### src/rtl/iter_shifter_pkg.sv
// ---------------------------------------------------------------------------
// iter_shifter_pkg : shared shift op / state encodings   | rev 1.0
// ---------------------------------------------------------------------------
`default_nettype none

package iter_shifter_pkg;

   localparam int WORD_W = 16;

   typedef enum logic [1:0] {
      ROR = 2'b00,
      LSL = 2'b01,
      LSR = 2'b10,
      ASR = 2'b11
   } shift_op_t;

   // 2'b11 is the spare encoding; it is treated as IDLE.
   typedef enum logic [1:0] {
      IDLE  = 2'b00,
      SHIFT = 2'b01,
      DONE  = 2'b10
   } ishift_state_t;

endpackage

`default_nettype wire

### src/rtl/iter_shifter_shift_step.sv
// ---------------------------------------------------------------------------
// shift_step : combinational one-position shift/rotate   | rev 1.0
// ---------------------------------------------------------------------------
`default_nettype none

module shift_step
   import iter_shifter_pkg::*;
#(
   parameter int WIDTH = WORD_W
) (
   input  shift_op_t        op,
   input  logic [WIDTH-1:0] din,
   output logic [WIDTH-1:0] dout,
   output logic             carry
);

   always_comb begin
      dout  = din;
      carry = 1'b0;
      case (op)
         ROR: begin
            dout  = {din[0], din[WIDTH-1:1]};
            carry = din[0];
         end
         LSL: begin
            dout  = {din[WIDTH-2:0], 1'b0};
            carry = din[WIDTH-1];
         end
         LSR: begin
            dout  = {1'b0, din[WIDTH-1:1]};
            carry = din[0];
         end
         ASR: begin
            dout  = {din[WIDTH-1], din[WIDTH-1:1]};
            carry = din[0];
         end
         default: begin
            dout  = din;
            carry = 1'b0;
         end
      endcase
   end

endmodule

`default_nettype wire

### src/rtl/iter_shifter.sv
// ---------------------------------------------------------------------------
// iter_shifter : multi-cycle shifter, one bit per clock  | rev 1.0
// ---------------------------------------------------------------------------
`default_nettype none

module iter_shifter
   import iter_shifter_pkg::*;
#(
   parameter int WIDTH = WORD_W,
   parameter int AMT_W = 4
) (
   input  logic             clk,
   input  logic             reset_n,
   input  logic             start,
   input  logic [1:0]       op,
   input  logic [AMT_W-1:0] amt,
   input  logic [WIDTH-1:0] in,
   output logic [WIDTH-1:0] sout,
   output logic             carry,
   output logic             busy,
   output logic             done
);

   ishift_state_t    state;
   ishift_state_t    state_nxt;
   shift_op_t        op_q;
   logic [AMT_W-1:0] cnt;
   logic [WIDTH-1:0] step_out;
   logic             step_carry;

   shift_step #(
      .WIDTH (WIDTH)
   ) u_step (
      .op    (op_q),
      .din   (sout),
      .dout  (step_out),
      .carry (step_carry)
   );

   always_comb begin
      state_nxt = IDLE;
      case (state)
         IDLE:    state_nxt = start ? ((amt == '0) ? DONE : SHIFT) : IDLE;
         SHIFT:   state_nxt = (cnt == AMT_W'(1)) ? DONE : SHIFT;
         DONE:    state_nxt = IDLE;
         default: state_nxt = IDLE;
      endcase
   end

   always_ff @(posedge clk) begin
      if (!reset_n) state <= IDLE;
      else          state <= state_nxt;
   end

   // Operands are captured only on an accepted start, so input changes while busy are ignored.
   always_ff @(posedge clk) begin
      if (!reset_n) begin
         sout  <= '0;
         carry <= 1'b0;
         cnt   <= '0;
         op_q  <= ROR;
      end else begin
         case (state)
            IDLE: begin
               if (start) begin
                  sout  <= in;
                  op_q  <= shift_op_t'(op);
                  cnt   <= amt;
                  carry <= 1'b0;
               end
            end
            SHIFT: begin
               sout  <= step_out;
               carry <= step_carry;
               cnt   <= cnt - AMT_W'(1);
            end
            default: ;
         endcase
      end
   end

   assign busy = (state == SHIFT) || (state == DONE);
   assign done = (state == DONE);

endmodule

`default_nettype wire

### config.mk
export PLATFORM = sky130hd
export DESIGN_NAME = iter_shifter
export DESIGN_NICKNAME = d
export VERILOG_FILES = /design/src/rtl/iter_shifter_pkg.sv /design/src/rtl/iter_shifter_shift_step.sv /design/src/rtl/iter_shifter.sv
export SDC_FILE = /design/constraint.sdc
export NUM_CORES = 1
export LEC_CHECK = 0
export CELL_PAD_IN_SITES_DETAIL_PLACEMENT = 1
export CELL_PAD_IN_SITES_GLOBAL_PLACEMENT = 2
export CORE_MARGIN = 8
export CORE_UTILIZATION = 29
export DETAILED_ROUTE_END_ITERATION = 12
export PLACE_DENSITY = 0.84
export REMOVE_ABC_BUFFERS = 1
export SKIP_LAST_GASP = 1
export SYNTH_ARGS = -nofsm -noshare
export SYNTH_HDL_FRONTEND = slang
export SYNTH_SLANG_ARGS = --single-unit
### constraint.sdc
create_clock -name clk -period 3.1 [get_ports clk]
set_input_delay 0.62 -clock clk [delete_from_list [all_inputs] [get_ports clk]]
set_output_delay 0.62 -clock clk [all_outputs]
set_load 0.05 [all_outputs]
# After elaboration in Yosys (flattened, before gate mapping)
# Cells that the tools add are included.
[word_totals]
in_bits = 25
out_inout_bits = 19
regBits = 25
n_memories = 0
ram_bits = 0
latchBits = 0
romBits = 0
[op_classes]
addsub = 1
n_bitwise = 0
div_mod_pow = 0
n_eq_ne = 8
shifts = 0
multipliers = 0
n_mux = 12
n_reduce_logical = 9
n_lt_le_gt_ge = 0
[ops]
columns = ["cell", "count"]
rows = [
  ["16-bit case mux with 4 select lines", 1],
  ["16-bit case mux with 2 select lines", 1],
  ["16-bit 2-to-1 mux", 1],
  ["4-bit case mux with 2 select lines", 1],
  ["2-bit == test, second input constant", 3],
  ["2-bit 2-to-1 mux", 3],
  ["2-bit by 1-bit == test with 1-bit output, second input constant", 2],
  ["4-bit by 1-bit == test with 1-bit output, second input constant", 1],
  ["2-bit logical NOT", 2],
  ["4-bit logical NOT", 1],
  ["4-bit 2-to-1 mux", 1],
  ["2-bit != test, second input constant", 2],
  ["1-bit case mux with 2 select lines", 2],
  ["2-bit case mux with 2 select lines", 1],
  ["2-bit AND reduction", 2],
  ["4-bit by 1-bit subtractor with 4-bit output, second input constant", 1],
  ["3-bit AND reduction", 1],
  ["3-bit OR reduction", 1],
  ["2-bit nonzero test", 1],
  ["1-bit logical OR", 1],
  ["1-bit 2-to-1 mux", 1],
]

# Logic depth before layout (Yosys ltp)
# Gate-level depths: netlist of the first run.
[logic_depth]
ltp_word = 4
depth_mapped = 8
depth_no_buf = 6

# Hierarchy
# A second synthesis of the first run with hierarchy kept.
[unflattened]
hier_cells = 154
hier_area_um2 = 1572.8
[by_module_without_submodules]
columns = ["module", "area_each_um2", "seq_area_each_um2", "cells_each", "n_inst"]
rows = [
  ["iter_shifter", 1296.2, 500.5, 132, 1],
  ["shift_step", 276.5, 0.0, 22, 1],
]

# Worst setup path after synthesis of the first run
# OpenSTA, ideal clock, no wires.
[synth_path]
kind = "flip-flop to flip-flop"
startpoint = "register state[0]"
endpoint = "register sout[10]"
arrival_time_ns = 1.447
slack_ns = 1.537
required_time_ns = 2.984
period_less_slack_ns = 1.563
n_path_buf = 1
path_stages_with_launch = 7
cell_sequence = "dfxtp_1 -> inv_1 -> ha_1 -> mux2i_4 -> buf_6 -> a311oi_2 -> a31o_1"
[synth_between]
elab_chain_len = 3
[synth_rtl]
columns = ["element", "line", "text"]
rows = [
  ["start, declared", "iter_shifter.sv:24", "ishift_state_t state;"],
  ["start signal, assigned", "iter_shifter.sv:52", "else state <= state_nxt;"],
  ["2-bit by 1-bit == test with 1-bit output or 2-bit logical NOT (tied branches)", "iter_shifter.sv:63", "case (state)"],
  ["2-bit nonzero test (no line) or 2-bit != test (tied branches)", "-", ""],
  ["2-bit AND reduction (no line)", "-", ""],
  ["end signal, assigned", "iter_shifter.sv:66", "sout <= in;"],
  ["end signal, assigned", "iter_shifter.sv:73", "sout <= step_out;"],
  ["end, declared", "iter_shifter.sv:18", "output logic [WIDTH-1:0] sout,"],
]
# Several ways; a longest one is shown, not always the timed one.
# A chain may end at the register's enable or synchronous reset.

# Final worst setup path of the first run
[layout_path]
startpoint = "register state[0]"
endpoint = "output busy"
[layout_between]
elab_chain_len = 2
[layout_rtl]
columns = ["element", "line", "text"]
rows = [
  ["2-bit by 1-bit == test with 1-bit output or 2-bit == test (tied branches)", "iter_shifter.sv:82", "assign busy = (state == SHIFT) || (state == DONE);"],
  ["1-bit logical OR (*)", "iter_shifter.sv:82", ""],
  ["end, declared", "iter_shifter.sv:20", "output logic busy,"],
]
# Every way passes the cells marked *; elsewhere a longest branch is shown, timed or not.

==> flow_metrics.tcl, run 1 <==
set metrics [dict create \
    tns_ns 0 \
    layout-drive-gt1-share_pct 12.4 \
    ys_warn_count 0 \
    avgViaCountPerCell 5.05 \
    worst-r2r-cell-count 7 \
    fp-row-count 26 \
    groute.usage.overall_pct 11.4 \
    drtIter0Drc 76 \
    dr_total_vias 1415 \
    first_global_vias 1520 \
    area_growth_pct 35.0 \
    cellPowerDensity_mw_per_mm2 478 \
    p_leak_nw 0.674 \
    clock_sinks 25 \
    diodes 0 \
    htreeDepth 1 \
    antenna_found_initial 0 \
    outcome "completed" \
    dieArea_mm2 0.00768 \
    postCtsSetupBuffers 0 \
    clk_latency_ns 0.27 \
    rsz0062_at_grt "false" \
    initial_core_util_pct 29.5 \
    gp_congestion 0.738 \
    synth_area_leaders "dfxtp_1, a311oi_2, nand2_1" \
    cp_top_family "buffers and inverters" \
    slowest_stage "clkdlybuf4s50_1" \
    io-pin-count 44 \
    end_kind "output pin" \
    min_period_ns 2.35 \
    dpl.hpwl_um 3020 \
    ir_drop_v 0.000165 \
    required_ns 2.48 \
    grt_pass1_wl_um 7130 \
    synth_seq_cells 25 \
    max_freq_ghz 0.425 \
    cp_num_buf_inv 2 \
    worst_pin_slew_ns 0.666 \
    netlist_area_mm2 0.00149 \
    synth_cell_types 37 \
    post-route-util_pct 39.9 \
    die_width_um 87.7 \
    route.detailed.drc 0 \
    crit_arrival_ns 1.73 \
    root_buffer "clkbuf_8" \
    setup_ws_ns 0.749 \
    clk_pin_slew_ns 0.09 \
    place_ws_ns 0.947 \
    antenna_left 0 \
    core-area_mm2 0.00504 \
    yosys.area.top_type "dfxtp_1" \
    hold_buffers 0 \
    numCtsBuffers 3 \
    maxSlewViolCount 0 \
    postSynth.asyncResetShare_pct 0 \
    critPathMaxStageDelay_ns 0.79 \
    synth_top_area_share_pct 33.6 \
    drv_cap 0 \
    finalClockSkew_ns 0.00443 \
    port_buffers 43 \
    final_area_mm2 0.00201 \
    die_h_um 87.7 \
    slew_headroom_pct 55.6 \
    cp.depth 3 \
    grt_max_degree 40 \
    avgSynthCellArea_um2 8.56 \
    setup_viol 0 \
    synth-seq-area-share_pct 33.6 \
    holdCritPathClass "reg2reg" \
    nNetsFinal 241 \
    crit_fanout 2 \
    wl_per_cell_um 15.1 \
    worstSetupStartpointType "flop" \
    min_period_over_period_pct 75.8 \
    path_cells "inv_1 -> ha_1 -> clkdlybuf4s50_1" \
    instances_no_fill 280 \
    path_class "reg2out" \
    hold_violations 0 \
    worstHoldPathCells 2 \
    synth-edff-count 0 \
    drt_wl_total_um 4230 \
    syn_inst 174 \
    postCtsResizedCells 0 \
    dp_cells 276 \
    cts_tree "built" \
    ys_dominant_reg_cell "dfxtp_1" \
    grt_overflow 0 \
    place_area_mm2 0.00196 \
    cts.path.max_buffers 2 \
    first_pass_iters 4 \
]
## cell families after synthesis
kind of cell,Yosys count,share of synthesized area (%)
AOI/OAI and AO/OA,66,36.4
and+or+nand+nor,55,16.2
DFF,25,33.6
buffers and inverters,21,7.31
adders and majority gates,5,4.20
muxes,2,2.27
## report_power, final
group / total, W / internal, W / switching (W)
logic: 0.000373 / 0.000148 / 0.000225
registers: 0.000389 / 0.000356 / 0.0000336
clock network: 0.000197 / 0.0000900 / 0.000107
## path summary, 6_finish.rpt
| kind | slack [ns] | to | startpoint |
|---|---|---|---|
| setup reg to reg | 1.27 | cnt[0]$_SDFFE_PN0P_ | state[1]$_SDFF_PN0_ |
| hold / removal | 0.50 | carry$_SDFFE_PN0P_ | carry$_SDFFE_PN0P_ |
| setup / recovery | 0.75 | busy | state[0]$_SDFF_PN0_ |
| hold reg to reg | 0.50 | carry$_SDFFE_PN0P_ | carry$_SDFFE_PN0P_ |
## cell type report
| cell class | count | area [um^2] |
|---|---|---|
| Clock buffer | 3 | 41.3 |
| Clock inverter | 1 | 5.00 |
| Fill cell | 607 | 3030 |
| Inverter | 6 | 22.5 |
| Multi-Input combinational cell | 128 | 880 |
| Sequential cell | 25 | 500 |
| Tap cell | 70 | 87.6 |
| Timing Repair Buffer | 47 | 473 |
## state kept, by name, summed over array words and instances (netlist names)
name   flops
state      2
op_q       2
sout      16
cnt        4
carry      1
## synth_stat cells, drive strengths merged, types with 2 or more instances
master	instances
a311oi	14
buf	10
o21ai	19
ha	5
nand3	3
nand2b	2
nor2	6
a21boi	3
nor2b	5
o21a	3
a31o	14
nand2	34
a21oi	5
dfxtp	25
clkbuf	5
inv	6
## per-layer routing
metal,share of wire [%],up-vias,wire (um),GRT usage (%)
li1,-,703,-,-
met1,48,686,2030,14.3
met2,48,22,2030,19.0
met3,2.8,4,118,1.69
met4,1.2,0,50,4.22
met5,0,-,0,0
## metrics by stage
stage	total power [W]	hold WS (ns)
3_5_place_dp	0.000774	0.498
6_report	0.000960	0.501
2_1_floorplan	0.000630	0.466
4_1_cts	0.000975	0.512
5_1_grt	0.00102	0.537
3_3_place_gp	0.000771	0.474
## worst min-delay path: stages (launching register included)
cell and delay, ns:
dfxtp_1 0.34, nand2_1 0.06, a21boi_0 0.07
## placed cells by master (no fill, tap or decap), types with 2 or more instances in the layout
cell and n:
clkdlybuf4s50_1 43, nand2_1 34, dfxtp_1 25, o21ai_0 18, a311oi_2 9, a31o_1 9
inv_1 6, nor2_1 6, nor2b_1 5, a311oi_1 5, a31o_2 5, ha_1 5
a21oi_1 4, nand3_1 3, a21boi_0 3, o21a_1 3, clkbuf_8 3, buf_4 3
nand2b_1 2
No activity file was read; power rests on OpenSTA's default activity.
==> run 2: changes to the inputs <==
CORE_UTILIZATION = 27   (was 29)
PLACE_DENSITY = 0.79   (was 0.84)
clock period = 2.23 ns   (was 3.1 ns; I/O delays follow)
==> run 2 against run 1 <==
Against the previous run: die area is 6.0% higher; final cell count rose by 1.1%; global-route usage fell by 0.94 points; final area is 0.37% higher; critical endpoint is now done; largest cell class unchanged; register-to-register slack worse by 0.79 ns; clock power up 42%; hold slack worse by 0.0071 ns; first-iteration DRC count is 32% lower; worst setup slack got worse by 0.57 ns; flip-flop and latch count did not move.
==> flow_metrics.tcl, run 2 (synthesis results as in run 1) <==
set metrics [dict create \
    avgViaCountPerCell 4.93 \
    crit_arrival_ns 1.61 \
    area_growth_pct 35.5 \
    worstHoldPathCells 2 \
    first_global_vias 1466 \
    initial_core_util_pct 27.5 \
    grt_max_degree 40 \
    postCtsSetupBuffers 0 \
    regMostFlops "sout" \
    port_buffers 43 \
    dp_cells 279 \
    dr_total_vias 1394 \
    route.detailed.drc 0 \
    dpl.hpwl_um 3110 \
    gp_congestion 0.749 \
    wl_per_cell_um 15.2 \
    final_common_cell "clkdlybuf4s50_1" \
    min_period_ns 2.06 \
    place_ws_ns 0.290 \
    worst_pin_slew_ns 0.703 \
    worst_r2r_startpoint "state[1]$_SDFF_PN0_" \
    grt_overflow 0 \
    finalClockSkew_ns 0.00770 \
    cellPowerDensity_mw_per_mm2 664 \
    worst-r2r-cell-count 6 \
    ff2ff_setup_slack_ns 0.48 \
    ir_drop_v 0.000322 \
    fp-row-count 27 \
    min_period_over_period_pct 92.2 \
    htreeDepth 1 \
    diodes 0 \
    largest_register_ffs 16 \
    holdCritPathClass "reg2reg" \
    mostFrequentLayoutCells "clkdlybuf4s50_1, nand2_1, dfxtp_1" \
    clk_pin_slew_ns 0.10 \
    drv_cap 0 \
    root_buffer "clkbuf_8" \
    crit_fanout 2 \
    setup_viol 0 \
    required_ns 1.78 \
    hold_buffers 0 \
    hold_violations 0 \
    antenna_found_initial 0 \
    path_class "reg2out" \
    first_pass_iters 4 \
    groute.usage.overall_pct 10.4 \
    max_freq_ghz 0.487 \
    setup_ws_ns 0.175 \
    io-pin-count 44 \
    dieArea_mm2 0.00815 \
    grt_pass1_wl_um 7250 \
    power_w 0.00134 \
    die_width_um 90.3 \
    core-area_mm2 0.00541 \
    top_regs "sout: 16 flops, cnt: 4 flops" \
    drt_wl_total_um 4300 \
    die_h_um 90.3 \
    postCtsResizedCells 0 \
    min-delay-start "carry$_SDFFE_PN0P_" \
    r2r-end "sout[2]$_SDFFE_PN0P_" \
    clk_latency_ns 0.27 \
    slew_headroom_pct 53.1 \
    layout-drive-gt1-share_pct 13.3 \
    p_leak_nw 0.680 \
    cts.path.max_buffers 2 \
    end_kind "output pin" \
    clock_sinks 25 \
    outcome "completed" \
    drtIter0Drc 52 \
    antenna_left 0 \
    cts_tree "built" \
    maxSlewViolCount 0 \
    nNetsFinal 242 \
    numCtsBuffers 3 \
    instances_no_fill 283 \
    worstSetupStartpointType "flop" \
    min_to "carry$_SDFFE_PN0P_" \
    rsz0062_at_grt "false" \
]
-- run 2: routing by layer --
metal / share of wire [%] / global-route usage, % / vias up
met3: 2.8 / 1.58 / 4
met4: 1.2 / 3.33 / 0
met2: 47 / 17.6 / 25
met5: 0 / 0 / -
li1: - / - / 707
met1: 49 / 13.2 / 658
-- run 2: layout make-up --
| class | instances | area (um^2) |
|---|---|---|
| fill | 671 | 3390 |
| multi-input combinational | 128 | 880 |
| sequential | 25 | 500 |
| inverter | 6 | 22.5 |
| tap | 72 | 90.1 |
| clock inverter | 1 | 5.00 |
| clock buffer | 3 | 41.3 |
| timing repair buffer | 48 | 478 |
-- run 2: worst max-delay path by stage --
stage / startpoint / slack (ns) / cells after the start / end
after detailed placement: start / 0.29 / 5 / sout[2]$_SDFFE_PN0P_
after floorplan: state[1]$_SDFF_PN0_ / -0.18 / 6 / cnt[2]$_SDFFE_PN0P_
after global placement: start / 0.33 / 5 / sout[1]$_SDFFE_PN0P_
after CTS: state[0]$_SDFF_PN0_ / 0.16 / 3 / done
final: state[0]$_SDFF_PN0_ / 0.17 / 3 / done
after global routing: state[0]$_SDFF_PN0_ / 0.10 / 3 / done
-- run 2: worst max-delay path, stage by stage, from the launching register on --
cell and delay, ns:
dfxtp_1 0.32, inv_1 0.07, ha_1 0.14, clkdlybuf4s50_1 0.80
-- run 2: metrics by stage --
step / setup TNS [ns] / instance area, um^2 / hold WS (ns) / util (%)
final: 0 / 2020 / 0.493 / 37.3
after global placement: 0 / 1970 / 0.474 / 36.5
after CTS: 0 / 2020 / 0.504 / 37.3
after global routing: 0 / 2020 / 0.531 / 37.3
after floorplan: -1.13 / 1400 / 0.466 / -
after detailed placement: 0 / 1970 / 0.490 / 36.5
-- run 2: power by group --
part	internal, W	switching (W)
Combinational	0.000205	0.000314
Clock	0.000125	0.000153
Sequential	0.000495	0.0000479
Total	0.000825	0.000515
==> run 3: changes to the inputs <==
--- a/config.mk
+++ b/config.mk
@@ -8,5 +8,5 @@
 export CELL_PAD_IN_SITES_DETAIL_PLACEMENT = 1
 export CELL_PAD_IN_SITES_GLOBAL_PLACEMENT = 2
-export CORE_MARGIN = 8
+export CORE_MARGIN = 2
 export CORE_UTILIZATION = 27
 export DETAILED_ROUTE_END_ITERATION = 12
==> constraint.sdc (replaced) <==
create_clock -name clk -period 2.23 [get_ports clk]
set_input_delay 0.223 -clock clk [delete_from_list [all_inputs] [get_ports clk]]
set_output_delay 0.223 -clock clk [all_outputs]
set_load 0.05 [all_outputs]
==> run 3 against run 2 <==
Against the previous run: routed wire length shrank 4.6%; critical endpoint is now busy; hold slack lost 0.0067 ns; sequential power is essentially flat; highest routed layer unchanged; die area shrank 25%; register-to-register slack gained 0.08 ns; critical path depth is the same; clock power is essentially flat; final cell count is the same; sequential share of layout area is essentially flat; non-clock buffer count is the same.
==> flow_metrics.tcl, run 3 (synthesis results as in run 1) <==
set metrics [dict create \
    outcome "completed" \
    diodes 0 \
    die_h_um 78.3 \
    area_growth_pct 35.6 \
    nFillCells 647 \
    end_kind "output pin" \
    initial_core_util_pct 27.5 \
    antenna_left 0 \
    final_area_mm2 0.00202 \
    grt_max_degree 40 \
    antenna_found_initial 0 \
    ff2ff_setup_slack_ns 0.56 \
    clk_pin_slew_ns 0.09 \
    multiInputGateArea_um2 880 \
    first_global_vias 1442 \
    worstHoldPathCells 2 \
    dpl.hpwl_um 2870 \
    worst_pin_slew_ns 0.536 \
    hold_violations 0 \
    crit_fanout 2 \
    drv_cap 0 \
    startpoint "state[0]$_SDFF_PN0_" \
    min_period_over_period_pct 87.6 \
    root_buffer "clkbuf_8" \
    route.detailed.drc 0 \
    largest_register_ffs 16 \
    max_freq_ghz 0.512 \
    slew_headroom_pct 64.3 \
    numCtsBuffers 3 \
    ff_latch_area_um2 500 \
    holdCritPathClass "reg2reg" \
    fp-row-count 27 \
    dr_total_vias 1410 \
    io-pin-count 44 \
    nNetsFinal 242 \
    final_common_cell "clkdlybuf4s50_1" \
    min_period_ns 1.95 \
    drt_wl_total_um 4110 \
    die_width_um 78.3 \
    cts_tree "built" \
    place_area_mm2 0.00197 \
    grt_overflow 0 \
    required_ns 2.01 \
    ir_drop_v 0.000247 \
    grt_pass1_wl_um 7130 \
    postCtsResizedCells 0 \
    hold_buffers 0 \
    fin_hold_ws_ns 0.487 \
    avgViaCountPerCell 4.98 \
    clk_latency_ns 0.27 \
    setup_viol 0 \
    drtIter0Drc 94 \
    worstSetupStartpointType "flop" \
    endpoint "busy" \
    path_class "reg2out" \
    core-area_mm2 0.00541 \
    gp_congestion 0.759 \
    maxSlewViolCount 0 \
    groute.usage.overall_pct 14.3 \
    htreeDepth 1 \
    r2r-end "sout[14]$_SDFFE_PN0P_" \
    crit_arrival_ns 1.73 \
    finalClockSkew_ns 0.00461 \
    p_leak_nw 0.679 \
    dieArea_mm2 0.00612 \
    port_buffers 43 \
    mostFrequentLayoutCells "clkdlybuf4s50_1, nand2_1, dfxtp_1" \
    first_pass_iters 4 \
    worst_r2r_startpoint "state[0]$_SDFF_PN0_" \
    regMostFlops "sout" \
    rsz0062_at_grt "false" \
    cts.path.max_buffers 2 \
    layout-drive-gt1-share_pct 12.8 \
    postCtsSetupBuffers 0 \
    clock_sinks 25 \
    wl_per_cell_um 14.5 \
    worst-r2r-cell-count 6 \
    top_regs "sout: 16 flops, cnt: 4 flops" \
    cellPowerDensity_mw_per_mm2 663 \
]
[run 3: changes by cell type in the layout (fill, tap and decap cells not counted)]
cell / delta
buf_4: -1
clkdlybuf4s50_1: +1
[run 3: worst min-delay path by stage]
stage | start | end | slack [ns]
after floorplan | reset_n | cnt[3]$_SDFFE_PN0P_ | 0.34
after global placement | carry$_SDFFE_PN0P_ | carry$_SDFFE_PN0P_ | 0.48
after detailed placement | carry$_SDFFE_PN0P_ | carry$_SDFFE_PN0P_ | 0.48
after CTS | carry$_SDFFE_PN0P_ | carry$_SDFFE_PN0P_ | 0.49
after global routing | carry$_SDFFE_PN0P_ | carry$_SDFFE_PN0P_ | 0.52
final | carry$_SDFFE_PN0P_ | carry$_SDFFE_PN0P_ | 0.49
[run 3: cell type report]
class | instances | share of cell area, %
clock buffers | 3 | 2.04
clock inverters | 1 | 0.248
inverters | 6 | 1.12
multi-input cells | 128 | 43.6
flip-flops and latches | 25 | 24.8
well taps | 72 | 4.46
repair buffers | 48 | 23.8
[run 3: routing by layer]
metal | vias up | share of wire (%) | track usage (%)
met5 | - | 0 | 0
met4 | 0 | 1.9 | 5.79
met3 | 5 | 2.4 | 1.84
met2 | 24 | 44 | 22.4
met1 | 677 | 52 | 19.9
li1 | 704 | - | -
[run 3: stage by stage]
| stage | setup slack, ns | util (%) | TNS, ns | instances | total power (W) |
|---|---|---|---|---|---|
| 2_1_floorplan | -0.181 | - | -1.13 | 159 | 0.000875 |
| 3_3_place_gp | 0.571 | 36.5 | 0 | 279 | 0.00107 |
| 3_5_place_dp | 0.541 | 36.5 | 0 | 279 | 0.00108 |
| 4_1_cts | 0.254 | 37.4 | 0 | 283 | 0.00136 |
| 5_1_grt | 0.204 | 37.4 | 0 | 283 | 0.00142 |
| 6_report | 0.276 | 37.4 | 0 | 283 | 0.00134 |
[run 3: power by group]
group	switching [W]	internal, W
Sequential	0.0000476	0.000495
Clock	0.000150	0.000125
Combinational	0.000314	0.000207
Total	0.000512	0.000828
[run 3: critical path: stages (launching register included)]
cell	delay (ns)
dfxtp_1	0.34
inv_1	0.06
ha_1	0.27
clkdlybuf4s50_1	0.79
